--- src/rtl/forward_hazard_unit_pkg.sv ---
// Shared encodings for the operand forwarding / load-use hazard unit.
// Result-source selectors and hazard FSM states.
package forward_hazard_unit_pkg;

  typedef enum logic [1:0] {
    RD_ALU = 2'd0,
    RD_MEM = 2'd1,
    RD_PC  = 2'd2,
    RD_CMP = 2'd3
  } regdst_e;

  typedef enum logic {
    ST_IDLE  = 1'b0,
    ST_STALL = 1'b1
  } fsm_e;

endpackage

--- src/rtl/forward_hazard_unit_fwd_port_mux.sv ---
// Per-operand forwarding select: youngest matching producer wins,
// x0 always reads as zero, a stage-1 load feeding a used operand flags a hazard.
module fwd_port_mux
  import forward_hazard_unit_pkg::*;
#(
  parameter int XLEN       = 32,
  parameter int NUM_STAGES = 2
) (
  input  logic [4:0]                 rs,
  input  logic                       used,
  input  logic [XLEN-1:0]            rdata,
  input  logic [NUM_STAGES-1:0]      stg_vld,
  input  logic [NUM_STAGES-1:0]      stg_regwr,
  input  logic [NUM_STAGES*2-1:0]    stg_regdst,
  input  logic [NUM_STAGES*5-1:0]    stg_rd,
  input  logic [NUM_STAGES*2-1:0]    stg_cmp,
  input  logic [NUM_STAGES*XLEN-1:0] stg_alu,
  input  logic [NUM_STAGES*XLEN-1:0] stg_mem,
  input  logic [NUM_STAGES*XLEN-1:0] stg_link,
  output logic [XLEN-1:0]            data,
  output logic                       hit,
  output logic                       haz
);

  // Walk oldest to youngest so the youngest match overwrites.
  always_comb begin
    data = rdata;
    hit  = 1'b0;
    haz  = 1'b0;
    for (int s = NUM_STAGES - 1; s >= 0; s--) begin
      if (stg_vld[s] && stg_regwr[s] &&
          stg_rd[s*5 +: 5] == rs && rs != 5'd0) begin
        hit = 1'b1;
        haz = 1'b0;
        unique case (regdst_e'(stg_regdst[s*2 +: 2]))
          RD_ALU: data = stg_alu[s*XLEN +: XLEN];
          RD_MEM: begin
            data = stg_mem[s*XLEN +: XLEN];
            haz  = (s == 0) && used;
          end
          RD_PC:  data = stg_link[s*XLEN +: XLEN];
          RD_CMP: data = XLEN'(stg_cmp[s*2 +: 2]);
        endcase
      end
    end
    if (rs == 5'd0) data = '0;
  end

endmodule

--- src/rtl/forward_hazard_unit.sv ---
// Operand forwarding and load-use stall control for the EX stage.
// Optional perf counters perf_fwd/perf_stall under FWD_PERF_CNT_EN.
module forward_hazard_unit
  import forward_hazard_unit_pkg::*;
#(
  parameter int XLEN       = 32,
  parameter int NUM_SRC    = 2,
  parameter int NUM_STAGES = 2,
  parameter int LOAD_LAT   = 1
) (
  input  logic                       clk,
  input  logic                       rst,
  input  logic                       en,
  input  logic [NUM_SRC*5-1:0]       src_rs,
  input  logic [NUM_SRC-1:0]         src_used,
  input  logic [NUM_SRC*XLEN-1:0]    src_rdata,
  input  logic [NUM_STAGES-1:0]      stg_vld,
  input  logic [NUM_STAGES-1:0]      stg_regwr,
  input  logic [NUM_STAGES*2-1:0]    stg_regdst,
  input  logic [NUM_STAGES*5-1:0]    stg_rd,
  input  logic [NUM_STAGES*2-1:0]    stg_cmp,
  input  logic [NUM_STAGES*XLEN-1:0] stg_alu,
  input  logic [NUM_STAGES*XLEN-1:0] stg_mem,
  input  logic [NUM_STAGES*XLEN-1:0] stg_link,
  output logic [NUM_SRC*XLEN-1:0]    fwd_data,
  output logic [NUM_SRC-1:0]         fwd_hit,
  output logic                       stall
`ifdef FWD_PERF_CNT_EN
  ,
  output logic [31:0]                perf_fwd,
  output logic [31:0]                perf_stall
`endif
);

  localparam logic [1:0] CNT_INIT = 2'(LOAD_LAT - 1);
  localparam bit         MULTI    = (LOAD_LAT > 1);

  logic [NUM_SRC*XLEN-1:0] mux_data;
  logic [NUM_SRC-1:0]      mux_hit;
  logic [NUM_SRC-1:0]      haz;
  logic [NUM_SRC*XLEN-1:0] fwd_data_d, fwd_data_q;
  logic [NUM_SRC-1:0]      fwd_hit_d, fwd_hit_q;
  fsm_e                    state_d, state_q;
  logic [1:0]              stall_cnt_d, stall_cnt_q;
  logic                    stall_c;
  logic                    upd;

  for (genvar i = 0; i < NUM_SRC; i++) begin : g_port
    fwd_port_mux #(
      .XLEN       (XLEN),
      .NUM_STAGES (NUM_STAGES)
    ) u_mux (
      .rs         (src_rs[i*5 +: 5]),
      .used       (src_used[i]),
      .rdata      (src_rdata[i*XLEN +: XLEN]),
      .stg_vld    (stg_vld),
      .stg_regwr  (stg_regwr),
      .stg_regdst (stg_regdst),
      .stg_rd     (stg_rd),
      .stg_cmp    (stg_cmp),
      .stg_alu    (stg_alu),
      .stg_mem    (stg_mem),
      .stg_link   (stg_link),
      .data       (mux_data[i*XLEN +: XLEN]),
      .hit        (mux_hit[i]),
      .haz        (haz[i])
    );
  end

  // The counter reaching zero ends the stall, giving LOAD_LAT stall cycles.
  always_comb begin
    state_d     = state_q;
    stall_cnt_d = stall_cnt_q;
    stall_c     = 1'b0;
    unique case (state_q)
      ST_IDLE: begin
        if (en && |haz) begin
          stall_c     = 1'b1;
          stall_cnt_d = CNT_INIT;
          if (MULTI) state_d = ST_STALL;
        end
      end
      ST_STALL: begin
        stall_c = 1'b1;
        if (en) begin
          if (stall_cnt_q <= 2'd1) begin
            stall_cnt_d = 2'd0;
            state_d     = ST_IDLE;
          end else begin
            stall_cnt_d = stall_cnt_q - 2'd1;
          end
        end
      end
    endcase
    if (rst) stall_c = 1'b0;
  end

  assign upd = en && !stall_c;

  always_comb begin
    fwd_data_d = fwd_data_q;
    fwd_hit_d  = fwd_hit_q;
    for (int i = 0; i < NUM_SRC; i++) begin
      if (upd && !haz[i]) begin
        fwd_data_d[i*XLEN +: XLEN] = mux_data[i*XLEN +: XLEN];
        fwd_hit_d[i]               = mux_hit[i];
      end
    end
  end

  always_ff @(posedge clk or posedge rst) begin
    if (rst) begin
      fwd_data_q  <= '0;
      fwd_hit_q   <= '0;
      state_q     <= ST_IDLE;
      stall_cnt_q <= 2'd0;
    end else begin
      fwd_data_q  <= fwd_data_d;
      fwd_hit_q   <= fwd_hit_d;
      state_q     <= state_d;
      stall_cnt_q <= stall_cnt_d;
    end
  end

  assign fwd_data = fwd_data_q;
  assign fwd_hit  = fwd_hit_q;
  assign stall    = stall_c;

`ifdef FWD_PERF_CNT_EN
  logic [31:0] perf_fwd_d, perf_fwd_q;
  logic [31:0] perf_stall_d, perf_stall_q;

  always_comb begin
    perf_fwd_d   = perf_fwd_q;
    perf_stall_d = perf_stall_q;
    if (upd && |(mux_hit & ~haz)) perf_fwd_d = perf_fwd_q + 32'd1;
    if (en && stall_c) perf_stall_d = perf_stall_q + 32'd1;
  end

  always_ff @(posedge clk or posedge rst) begin
    if (rst) begin
      perf_fwd_q   <= '0;
      perf_stall_q <= '0;
    end else begin
      perf_fwd_q   <= perf_fwd_d;
      perf_stall_q <= perf_stall_d;
    end
  end

  assign perf_fwd   = perf_fwd_q;
  assign perf_stall = perf_stall_q;
`endif

endmodule

--- config.mk ---
export PLATFORM = sky130hd
export DESIGN_NAME = forward_hazard_unit
export DESIGN_NICKNAME = d
export VERILOG_FILES = /design/src/rtl/forward_hazard_unit_pkg.sv /design/src/rtl/forward_hazard_unit_fwd_port_mux.sv /design/src/rtl/forward_hazard_unit.sv
export SDC_FILE = /design/constraint.sdc
export NUM_CORES = 1
export LEC_CHECK = 0
export CAP_MARGIN = 20
export CORE_AREA = 5 5 135 137
export CTS_BUF_LIST = sky130_fd_sc_hd__clkbuf_8
export DETAILED_ROUTE_END_ITERATION = 12
export DIE_AREA = 0 0 140 142
export PLACE_DENSITY = 0.74
export SETUP_SLACK_MARGIN = 0.3
export SYNTH_ARGS = -nofsm -noshare
export SYNTH_HDL_FRONTEND = slang
export SYNTH_SLANG_ARGS = --single-unit
--- constraint.sdc ---
create_clock -name clk -period 5.4 [get_ports clk]
set_clock_uncertainty 0.15 [all_clocks]
set_input_delay 1.08 -clock clk [delete_from_list [all_inputs] [get_ports clk]]
set_output_delay 1.08 -clock clk [all_outputs]
set_load 0.05 [all_outputs]
==> key figures <==
Power and ir drop
  • Tot Pwr: 1840 uW
  • Cell Pwr Density: 195 mW/mm^2
  • Peak supply drop: 0.102 mV
  • Lkg Pwr: 0.00370 uW

Floorplanning
  • Die area: 0.0199 sq mm
  • IO Pins: 360
  • Die X: 140 um
  • Row count: 48
  • Initial Util: 32.8%
  • Die Y: 142 um
  • CORE AREA: 0.0169 sq mm

Place
  • Port bufs: 359
  • Placed Instances: 1137
  • GPL Wtd Cong: 0.884
  • HPWL after DPL: 19100 um

Timing
  • Actual slew at the worst max-slew pin: 1.11 ns
  • Max-slew violation count: 0
  • RSZ-0062 raised after global routing: false
  • Final hold viol count: 0
  • Tcrit/Tclk final: 82.7%
  • Max Freq: 224 MHz
  • Hold Slack: 0.356 ns
  • Final Setup Violations: 0
  • Final min period: 4.47 ns
  • Setup TNS: 0 ns
  • Rel. slew slack: 26.0%

Drt
  • Met2 WL: 12700 um
  • Post-DRT Antenna Nets: 0
  • Via count: 6075
  • DRC: 0
  • Vias/cell: 5.28
  • DR top layer: met4
  • DR iter-0 viols: 292
  • WL met1: 9820 um
  • Met3 WL: 2030 um
  • Routed len/inst: 21.8 um
  • Total wire length: 25100 um
  • First-pass DRT Iterations: 5

Worst setup path
  • RR Endpoint: fwd_data[45]
  • CP Cell Sequence: clkdlybuf4s50_1 > inv_1 > a221o_1 > or4_2 > o21ai_1 > o21ba_2 > buf_12
  • Worst r2r path cells: 5
  • CP max stage cell: or4_2
  • CP Capture Type: output pin
  • Critical path class: input pin to output pin
  • CP Launch Type: input pin
  • Reg2reg start: state_q
  • Reg2reg setup slack: 2.98 ns
  • Crit path max fanout: 3
  • Worst EP required: 4.17 ns
  • WP data arrival: 3.24 ns
  • Crit path largest cell delay: 0.68 ns
  • Worst setup startpoint: stg_rd[2]

Clock network
  • TritonCTS clock tree: done
  • CTS Root Cell: clkbuf_8
  • Worst-Skew Late Latency: 0.34 ns
  • Total CTS buffers: 9
  • Hold-fix buffers, CTS: 0
  • Worst-case clock buffer depth: 2
  • Clock-pin slew on the worst setup and hold paths: 0.07 ns
  • # H-tree levels: 3
  • Clock Sinks: 69
  • # Post-CTS Setup Buffers: 0
  • Post_cts resized: 0

Layout
  • Nets: 1216
  • Non-Filler Instances: 1151
  • Share of cells above drive strength 1: 5.40%
  • # diodes: 0
  • Fill count: 1567
  • Multi-input gate area: 0.00353 sq mm
  • Area growth from synthesis to layout: 69.4%
  • Register area: 0.00173 sq mm

Global routing
  • Largest net degree at the start of global routing: 71
  • Initial antenna violation count: 0
  • Congestion Overflow GR: 0
  • Total track usage: 24.3%
  • Number of global-route vias before repair: 6353
  • Global-route wire length before repair: 37600 um

Worst hold path
  • Hold endpoint: fwd_data[5]
  • Worst min-delay path category: register to register
  • Hold path cells: 1
  • Hold Startpoint: fwd_data[5]

Logic synthesis
  • Mean Syn Cell Area: 9.31 sq um
  • Yosys top cell by area: dfrtp_1
  • EDFF count, synth: 0
  • Area share of the largest cell type after synthesis: 31.1%
  • Share of the yosys chip area belonging to registers: 31.1%
  • Instance count of the mapped netlist: 597
  • Async set-or-reset flop fraction in the synthesized netlist: 100%
  • Seq cells post-synth: 69
  • Yosys warns: 0
  • Synthesized Nets: 890
  • Yosys cell types: 44
  • Dominant synthesized flop cell: dfrtp_1
  • Largest cells by area after synthesis: dfrtp_1, mux2i_1, a22o_1
  • Synthesized area: 0.00556 sq mm

Run status
  • Outcome: finished, final reports clean

Job
  • Maxcap violations: 0
==> sequential cells by signal (all words and copies together) (netlist names) <==
name         count
state_q          1
fwd_data        64
stall_cnt_q      2
fwd_hit          2
==> critical path, delay by kind of cell <==
| family | cells | cell delay, ns |
|---|---|---|
| compound gates | 3 | 0.76 |
| buf+inv | 3 | 0.72 |
| simple gates | 1 | 0.68 |
==> layout make-up <==
type / count / area share [%]
repair buffers: 368 / 38.8
well taps: 225 / 2.99
clock inverters: 2 / 0.359
clock buffers: 12 / 1.75
multi-input cells: 469 / 37.5
inverters: 6 / 0.253
flip-flops and latches: 69 / 18.3
==> cells by family after synthesis <==
logic type | share of synthesized area, %
AO/OA/AOI/OAI | 22.6
XOR/XNOR | 2.84
AND/OR/NAND/NOR | 10.8
multiplexers | 26.6
buffers and inverters | 6.17
flip-flops | 31.1
==> power by group <==
| group | leakage [uW] | total, uW | internal [uW] | switching [uW] |
|---|---|---|---|---|
| registers | 0.000849 | 602 | 568 | 33.4 |
| logic | 0.00274 | 802 | 385 | 417 |
| clock network | 0.000106 | 436 | 245 | 191 |
==> through the flow <==
| stage | worst slack, ns | instance area (sq um) | utilization [%] |
|---|---|---|---|
| after detailed placement | 0.933 | 9210 | 54.4 |
| after floorplan | 0.711 | 5560 | - |
| after global placement | 0.974 | 9210 | 54.4 |
| after global routing | 0.824 | 9410 | 55.6 |
| final | 0.934 | 9410 | 55.6 |
| after CTS | 0.931 | 9410 | 55.6 |
==> synthesized netlist by cell type, types with 2 or more instances <==
cell,number
a22o_1,64
mux2_1,2
buf_2,12
nand4_1,3
nor2b_1,3
inv_1,6
a211o_1,2
mux2i_1,134
o21ai_0,57
buf_6,14
dfrtp_1,69
mux4_2,4
nor3_1,2
nand3b_1,2
mux2_2,2
a21oi_1,31
nand3_1,2
o22ai_1,23
clkbuf_1,26
or4_4,2
and2_1,2
nor2_1,58
xnor2_1,18
a31oi_1,2
nor2_8,3
nand2_1,36
==> placed cells by master (no fill, tap or decap), types with 3 or more instances in the layout <==
cell type	count
nor2_8	3
xnor2_1	18
nor2_1	57
clkbuf_8	12
nand2_1	36
buf_4	9
a21oi_1	31
clkdlybuf4s50_1	355
dfrtp_1	69
inv_1	6
o22ai_1	23
buf_2	3
o21ai_0	57
a22o_1	64
mux2i_1	134
nand4_1	3
mux4_2	4
==> how the worst max path moves through the flow <==
stage / endpoint / slack [ns] / cells past startpoint
final: stall / 0.93 / 7
after global routing: stall / 0.82 / 7
after global placement: stall / 0.97 / 7
after CTS: stall / 0.93 / 7
after floorplan: stall / 0.71 / 3
after detailed placement: stall / 0.93 / 7
==> metal layers <==
layer	GRT usage [%]	up-vias
met2	43.1	289
met3	6.22	34
met5	0	-
li1	-	2874
met1	29.4	2878
met4	6.83	0
No activity file was read; power rests on OpenSTA's default activity.
